**src/rtl/mac_reg_arbiter_if.sv**
```systemverilog
// Bundle of requester-side and sequencer-side signals for mac_reg_arbiter.
// The slave modport is the arbiter view; the master modport is the requester/sequencer environment view.
interface mac_reg_arbiter_if #(
    parameter int NUM_REQ = 4
);
    logic [NUM_REQ-1:0]    i_req;
    logic [NUM_REQ-1:0]    i_rdwn;
    logic [14*NUM_REQ-1:0] i_addr;
    logic [32*NUM_REQ-1:0] i_wr_data;
    logic [NUM_REQ-1:0]    o_done;
    logic [NUM_REQ-1:0]    o_err;
    logic [31:0]           o_rd_data;
    logic [NUM_REQ-1:0]    o_grant;
    logic                  o_mac_request;
    logic                  o_mac_rdwn;
    logic [13:0]           o_mac_addr;
    logic [31:0]           o_mac_wr_data;
    logic                  i_mac_done;
    logic [31:0]           i_mac_rd_data;

    modport slave (
        input  i_req, i_rdwn, i_addr, i_wr_data, i_mac_done, i_mac_rd_data,
        output o_done, o_err, o_rd_data, o_grant,
        output o_mac_request, o_mac_rdwn, o_mac_addr, o_mac_wr_data
    );

    modport master (
        output i_req, i_rdwn, i_addr, i_wr_data, i_mac_done, i_mac_rd_data,
        input  o_done, o_err, o_rd_data, o_grant,
        input  o_mac_request, o_mac_rdwn, o_mac_addr, o_mac_wr_data
    );
endinterface

```
**src/rtl/mac_reg_arbiter.sv**
```systemverilog
// Round-robin arbiter sharing one MAC register access port among NUM_REQ requesters.
// Optional WAIT timeout is enabled with the MAC_REG_ARB_TIMEOUT_EN macro.
module mac_reg_arbiter #(
    parameter int NUM_REQ     = 4,
    parameter int TIMEOUT_CYC = 255
) (
    input  logic               i_clk,
    input  logic               i_rst,
    mac_reg_arbiter_if.slave   bus
);
    localparam int IDX_W = (NUM_REQ > 1) ? $clog2(NUM_REQ) : 1;

    typedef enum logic [1:0] {
        ST_IDLE  = 2'd0,
        ST_ISSUE = 2'd1,
        ST_WAIT  = 2'd2,
        ST_DONE  = 2'd3
    } state_t;

    function automatic logic [IDX_W-1:0] wrap_add(input logic [IDX_W-1:0] base,
                                                  input int unsigned        off);
        int unsigned sum;
        sum = 32'(base) + off;
        if (sum >= 32'(NUM_REQ)) begin
            sum = sum - 32'(NUM_REQ);
        end else begin
            sum = sum;
        end
        return sum[IDX_W-1:0];
    endfunction

    state_t              state_q, state_d;
    logic [IDX_W-1:0]    ptr_q, ptr_d;
    logic [IDX_W-1:0]    gidx_q, gidx_d;
    logic [NUM_REQ-1:0]  grant_q, grant_d;
    logic                mac_request_q, mac_request_d;
    logic                mac_rdwn_q, mac_rdwn_d;
    logic [13:0]         mac_addr_q, mac_addr_d;
    logic [31:0]         mac_wr_data_q, mac_wr_data_d;
    logic [NUM_REQ-1:0]  done_q, done_d;
    logic [31:0]         rd_data_q, rd_data_d;
`ifdef MAC_REG_ARB_TIMEOUT_EN
    localparam int CNT_W = ($clog2(TIMEOUT_CYC + 1) > 8) ? $clog2(TIMEOUT_CYC + 1) : 8;
    logic [NUM_REQ-1:0]  err_q, err_d;
    logic [CNT_W-1:0]    cnt_q, cnt_d;
`endif

    logic                win_found_s;
    logic [IDX_W-1:0]    win_idx_s;
    logic [IDX_W-1:0]    cand_s;

    // Round-robin winner: first active request scanning upward from ptr, wrapping.
    always_comb begin
        win_found_s = 1'b0;
        win_idx_s   = {IDX_W{1'b0}};
        cand_s      = {IDX_W{1'b0}};
        for (int i = 0; i < NUM_REQ; i++) begin
            cand_s = wrap_add(ptr_q, 32'(i));
            if (!win_found_s && bus.i_req[cand_s]) begin
                win_found_s = 1'b1;
                win_idx_s   = cand_s;
            end else begin
                win_found_s = win_found_s;
            end
        end
    end

    // Next-state and registered-output computation for the transaction FSM.
    always_comb begin
        state_d       = state_q;
        ptr_d         = ptr_q;
        gidx_d        = gidx_q;
        grant_d       = grant_q;
        mac_request_d = 1'b0;
        mac_rdwn_d    = mac_rdwn_q;
        mac_addr_d    = mac_addr_q;
        mac_wr_data_d = mac_wr_data_q;
        done_d        = {NUM_REQ{1'b0}};
        rd_data_d     = 32'h0000_0000;
`ifdef MAC_REG_ARB_TIMEOUT_EN
        err_d         = {NUM_REQ{1'b0}};
        cnt_d         = cnt_q;
`endif
        case (state_q)
            ST_IDLE: begin
                if (win_found_s) begin
                    state_d       = ST_ISSUE;
                    gidx_d        = win_idx_s;
                    grant_d       = {{(NUM_REQ-1){1'b0}}, 1'b1} << win_idx_s;
                    mac_rdwn_d    = bus.i_rdwn[win_idx_s];
                    mac_addr_d    = bus.i_addr[14*32'(win_idx_s) +: 14];
                    mac_wr_data_d = bus.i_wr_data[32*32'(win_idx_s) +: 32];
                end else begin
                    state_d = ST_IDLE;
                end
            end
            // The request flop is loaded here, so the pulse is seen on the first WAIT cycle.
            ST_ISSUE: begin
                state_d       = ST_WAIT;
                mac_request_d = 1'b1;
`ifdef MAC_REG_ARB_TIMEOUT_EN
                cnt_d         = {CNT_W{1'b0}};
`endif
            end
            ST_WAIT: begin
                if (bus.i_mac_done) begin
                    state_d       = ST_DONE;
                    done_d        = grant_q;
                    rd_data_d     = mac_rdwn_q ? bus.i_mac_rd_data : 32'h0000_0000;
                    mac_rdwn_d    = 1'b0;
                    mac_addr_d    = 14'h0000;
                    mac_wr_data_d = 32'h0000_0000;
                end else begin
`ifdef MAC_REG_ARB_TIMEOUT_EN
                    if (cnt_q == CNT_W'(TIMEOUT_CYC - 1)) begin
                        state_d       = ST_DONE;
                        done_d        = grant_q;
                        err_d         = grant_q;
                        mac_rdwn_d    = 1'b0;
                        mac_addr_d    = 14'h0000;
                        mac_wr_data_d = 32'h0000_0000;
                    end else begin
                        cnt_d = cnt_q + {{(CNT_W-1){1'b0}}, 1'b1};
                    end
`else
                    state_d = ST_WAIT;
`endif
                end
            end
            ST_DONE: begin
                state_d = ST_IDLE;
                grant_d = {NUM_REQ{1'b0}};
                ptr_d   = wrap_add(gidx_q, 32'd1);
            end
            default: begin
                state_d = ST_IDLE;
                grant_d = {NUM_REQ{1'b0}};
            end
        endcase
    end

    // State and output registers with asynchronous reset.
    always_ff @(posedge i_clk or posedge i_rst) begin
        if (i_rst) begin
            state_q       <= ST_IDLE;
            ptr_q         <= {IDX_W{1'b0}};
            gidx_q        <= {IDX_W{1'b0}};
            grant_q       <= {NUM_REQ{1'b0}};
            mac_request_q <= 1'b0;
            mac_rdwn_q    <= 1'b0;
            mac_addr_q    <= 14'h0000;
            mac_wr_data_q <= 32'h0000_0000;
            done_q        <= {NUM_REQ{1'b0}};
            rd_data_q     <= 32'h0000_0000;
`ifdef MAC_REG_ARB_TIMEOUT_EN
            err_q         <= {NUM_REQ{1'b0}};
            cnt_q         <= {CNT_W{1'b0}};
`endif
        end else begin
            state_q       <= state_d;
            ptr_q         <= ptr_d;
            gidx_q        <= gidx_d;
            grant_q       <= grant_d;
            mac_request_q <= mac_request_d;
            mac_rdwn_q    <= mac_rdwn_d;
            mac_addr_q    <= mac_addr_d;
            mac_wr_data_q <= mac_wr_data_d;
            done_q        <= done_d;
            rd_data_q     <= rd_data_d;
`ifdef MAC_REG_ARB_TIMEOUT_EN
            err_q         <= err_d;
            cnt_q         <= cnt_d;
`endif
        end
    end

    assign bus.o_grant       = grant_q;
    assign bus.o_mac_request = mac_request_q;
    assign bus.o_mac_rdwn    = mac_rdwn_q;
    assign bus.o_mac_addr    = mac_addr_q;
    assign bus.o_mac_wr_data = mac_wr_data_q;
    assign bus.o_done        = done_q;
    assign bus.o_rd_data     = rd_data_q;
`ifdef MAC_REG_ARB_TIMEOUT_EN
    assign bus.o_err         = err_q;
`else
    assign bus.o_err         = {NUM_REQ{1'b0}};
`endif

endmodule
```
**src/flat_wrapper.sv**
```systemverilog
// flat-port wrapper written by rule: the top's interface ports become plain ports
module mac_reg_arbiter_flat 
#(
    parameter int NUM_REQ     = 4,
    parameter int TIMEOUT_CYC = 255
)
  (i_clk, i_rst, bus_i_req, bus_i_rdwn, bus_i_addr, bus_i_wr_data, bus_i_mac_done, bus_i_mac_rd_data, bus_o_done, bus_o_err, bus_o_rd_data, bus_o_grant, bus_o_mac_request, bus_o_mac_rdwn, bus_o_mac_addr, bus_o_mac_wr_data);
  mac_reg_arbiter_if #(.NUM_REQ(NUM_REQ)) bus_i ();
  input  logic i_clk;
  input  logic i_rst;
  input wire logic [$bits(bus_i.i_req)-1:0] bus_i_req;
  input wire logic [$bits(bus_i.i_rdwn)-1:0] bus_i_rdwn;
  input wire logic [$bits(bus_i.i_addr)-1:0] bus_i_addr;
  input wire logic [$bits(bus_i.i_wr_data)-1:0] bus_i_wr_data;
  input wire logic [$bits(bus_i.i_mac_done)-1:0] bus_i_mac_done;
  input wire logic [$bits(bus_i.i_mac_rd_data)-1:0] bus_i_mac_rd_data;
  output wire logic [$bits(bus_i.o_done)-1:0] bus_o_done;
  output wire logic [$bits(bus_i.o_err)-1:0] bus_o_err;
  output wire logic [$bits(bus_i.o_rd_data)-1:0] bus_o_rd_data;
  output wire logic [$bits(bus_i.o_grant)-1:0] bus_o_grant;
  output wire logic [$bits(bus_i.o_mac_request)-1:0] bus_o_mac_request;
  output wire logic [$bits(bus_i.o_mac_rdwn)-1:0] bus_o_mac_rdwn;
  output wire logic [$bits(bus_i.o_mac_addr)-1:0] bus_o_mac_addr;
  output wire logic [$bits(bus_i.o_mac_wr_data)-1:0] bus_o_mac_wr_data;
  assign bus_i.i_req = bus_i_req;
  assign bus_i.i_rdwn = bus_i_rdwn;
  assign bus_i.i_addr = bus_i_addr;
  assign bus_i.i_wr_data = bus_i_wr_data;
  assign bus_i.i_mac_done = bus_i_mac_done;
  assign bus_i.i_mac_rd_data = bus_i_mac_rd_data;
  assign bus_o_done = bus_i.o_done;
  assign bus_o_err = bus_i.o_err;
  assign bus_o_rd_data = bus_i.o_rd_data;
  assign bus_o_grant = bus_i.o_grant;
  assign bus_o_mac_request = bus_i.o_mac_request;
  assign bus_o_mac_rdwn = bus_i.o_mac_rdwn;
  assign bus_o_mac_addr = bus_i.o_mac_addr;
  assign bus_o_mac_wr_data = bus_i.o_mac_wr_data;
  mac_reg_arbiter #(.NUM_REQ(NUM_REQ), .TIMEOUT_CYC(TIMEOUT_CYC)) u_core (.i_clk(i_clk), .i_rst(i_rst), .bus(bus_i));
endmodule
```
**config.mk**
```make
export PLATFORM = sky130hd
export DESIGN_NAME = mac_reg_arbiter_flat
export DESIGN_NICKNAME = d
export VERILOG_FILES = /design/src/rtl/mac_reg_arbiter_if.sv /design/src/rtl/mac_reg_arbiter.sv /design/src/flat_wrapper.sv
export SDC_FILE = /design/constraint.sdc
export NUM_CORES = 1
export LEC_CHECK = 0
export BUFFER_PORTS_ARGS = -buffer_cell sky130_fd_sc_hd__buf_2
export CORE_AREA = 5 5 122 124
export DETAILED_ROUTE_END_ITERATION = 10
export DIE_AREA = 0 0 127 129
export GPL_TIMING_DRIVEN = 0
export HOLD_SLACK_MARGIN = 0.02
export PLACE_DENSITY = 0.72
export SLEW_MARGIN = 20
export SYNTH_ARGS = -nofsm -noshare
export SYNTH_HDL_FRONTEND = slang
export SYNTH_SLANG_ARGS = --single-unit
```
**constraint.sdc**
```tcl
create_clock -name i_clk -period 9.3 [get_ports i_clk]
set_input_delay 2.325 -clock i_clk [delete_from_list [all_inputs] [get_ports i_clk]]
set_output_delay 2.325 -clock i_clk [all_outputs]
set_load 0.02 [all_outputs]
```
==> out/results.tsv <==
metric	value	unit
setup_tns	0	ps
synth_top_area_share	0.5382	
leakage	3.482	nW
postPlaceCellArea	6196	µm²
area_growth	48.81	%
initial_core_util	0.3198	
grt_max_degree	56	
maxCapViolCount	0	
critPathMostFrequentCell	buf_4	
design_area	6504	µm²
min_path_type	reg2reg	
yosys_most_used_dff	dfrtp_1	
holdPathStages	1	
synth.most_common_cell	dfrtp_1	
ir_drop	148.9	µV
rows	43	
ios	319	
post_cts_buffers	0	
min_period	3744	ps
worst_path_largest_cell_delay	430	ps
n_fill_cell	1346	
setup_viol	0	
antenna_found_initial	2	
ys_types	38	
slowest_stage	clkbuf_1	
rsz0062_at_grt	false	
crit_chain	buf_4 > inv_1 > a21oi_1 > nor2_1 > buf_4 > clkbuf_1 > a22oi_1 > o21ai_1	
synth_warnings	0	
holdWs	502.8	ps
htreeDepth	3	
nets	946	
syn_area	4370	µm²
cts_hold_buf	0	
layout-drive-gt1-share	0.5083	
core_area	13670	µm²
critical-path-top-delay-family	buffers and inverters	
relSlewSlack	0.5913	
worst-endpoint-arrival	4010	ps
criticalPathCategory	in2reg	
wl_per_cell	19.48	µm
grt_pass1_vias	4779	
syn_inst	389	
netlist.top_cell.by_area	dfrtp_1	
drc	0	
portBuffers	311	
place_hpwl	13660	µm
crit_cells	8	
ys_top_cells_by_area	dfrtp_1 (54%), a222oi_1 (11%), a22oi_1 (7.9%)	
startpoint_type	input port	
numCtsBuffers	9	
first_pass_iters	7	
p_per_area	278.9	nW/µm²
worst-r2r-cell-count	7	
outcome	complete, no violations	
vias	4682	
die_x	127	µm
vias_per_cell	5.202	
antenna_left	0	
ys_async_sr_fraction	1.000	
drt-initial-drc-count	575	
overflow	0	
grt_first_pass_wirelength	25700	µm
fmax	267.1	MHz
clk_pin_slew	70	ps
fp.dieH	129	µm
end_kind	register	
path_max_fanout	10	
crit_buf_inv	4	
clock_sinks	94	
track_usage	0.2038	
place.gp.congestion	0.8227	
die-area	16380	µm²
clock-root-buffer	clkbuf_16	
worstPathRequired	9570	ps
avgSynthCellArea	11.24	µm²
slew_viol_final	0	
tightest_slew	613.1	ps
post_cts_resize_count	0	
yosysSeqAreaShare	0.5382	
tritoncts	built	
synth_edf_count	0	
synth_commonest_cells	dfrtp_1 (94), a222oi_1 (46), a22oi_1 (46), o21ai_1 (41), and2_1 (32)	
fin_worst_skew	3.474	ps
synth_seq_cells	94	
hold_viol_final	0	
clk_path_buf_depth	2	
insertion_delay	340	ps
drt-total-wl	17530	µm
post-route-period-util	0.4026	
insertedDiodeCount	0	
[flip-flops by register name (all words and copies together), names as in the netlist, 2 cells and up]
register,count
u_core.bus.o_rd_data,32
u_core.ptr_q,2
u_core.bus.o_mac_addr,14
u_core.gidx_q,2
u_core.bus.o_mac_wr_data,32
u_core.state_q,2
u_core.bus.o_done,4
u_core.bus.o_grant,4
[logic make-up (layout without fill, tap and decap cells)]
group	after synthesis	in the layout	synth area share
fa+ha+maj	4	4	0.01145
compound gates	171	171	0.2894
mux	3	3	0.006871
other cells	1	4	0.0008580
simple gates	66	66	0.08646
buf+inv	49	377	0.06470
flops	94	94	0.5382
xor+xnor	1	1	0.002004
[worst paths after layout]
kind	to	slack, ps	start
max	u_core.bus.o_mac_addr[13]	5560	bus_i_req[2]
min	u_core.ptr_q[0]	500	u_core.gidx_q[0]
max reg2reg	u_core.bus.o_mac_wr_data[29]	6980	u_core.state_q[0]
min reg2reg	u_core.ptr_q[0]	500	u_core.gidx_q[0]
max in group asynchronous	u_core.ptr_q[0]	6740	i_rst
min in group asynchronous	u_core.bus.o_rd_data[2]	1970	i_rst
[area by class of cell]
| cell class | instances | area, µm² | share of cell area |
|---|---|---|---|
| clock inverters | 6 | 68.82 | 0.01058 |
| repair buffers | 312 | 1584 | 0.2436 |
| plain buffers | 44 | 264.0 | 0.04059 |
| inverters | 5 | 23.77 | 0.003655 |
| multi-input cells | 249 | 1747 | 0.2686 |
| clock buffers | 10 | 239.0 | 0.03674 |
| well taps | 180 | 225.2 | 0.03463 |
| flip-flops and latches | 94 | 2352 | 0.3617 |
[through the flow]
step	worst slack, ps	std cells	utilization	power (mW)
floorplan	4526	392	-	1.133
global placement	3381	883	0.4510	1.428
detailed placement	5185	884	0.4534	1.444
CTS	5557	900	0.4759	1.832
global route	5377	900	0.4759	1.936
finish	5556	900	0.4759	1.814
[per-layer routing]
layer  GRT usage  part of all wire
met1      0.2434              0.38
met2      0.3524              0.51
met3     0.06849             0.096
met4     0.05678             0.014
met5           0            0.0011
[cell usage in the layout, fill, tap and decap left out, types with 2 or more instances in the layout]
cell and instances:
and3_1 5, buf_2 327, nand2_1 9, a21oi_1 9
inv_1 4, a22oi_1 46, buf_6 5, clkbuf_1 12
mux2i_1 3, inv_6 3, o21ai_0 14, a222oi_1 46
and2_1 32, conb_1 4, nor2b_1 2, clkbuf_16 9
dfrtp_1 94, buf_4 11, o22ai_1 2, nand2b_1 5
o21ai_1 41, ha_1 4, nor2_1 10
[report_power, final]
group | switching, mW | internal [mW]
logic | 0.519 | 0.333
clock network | 0.166 | 0.218
registers | 0.0588 | 0.520
Note: power is estimated with default switching activity, not from simulation.
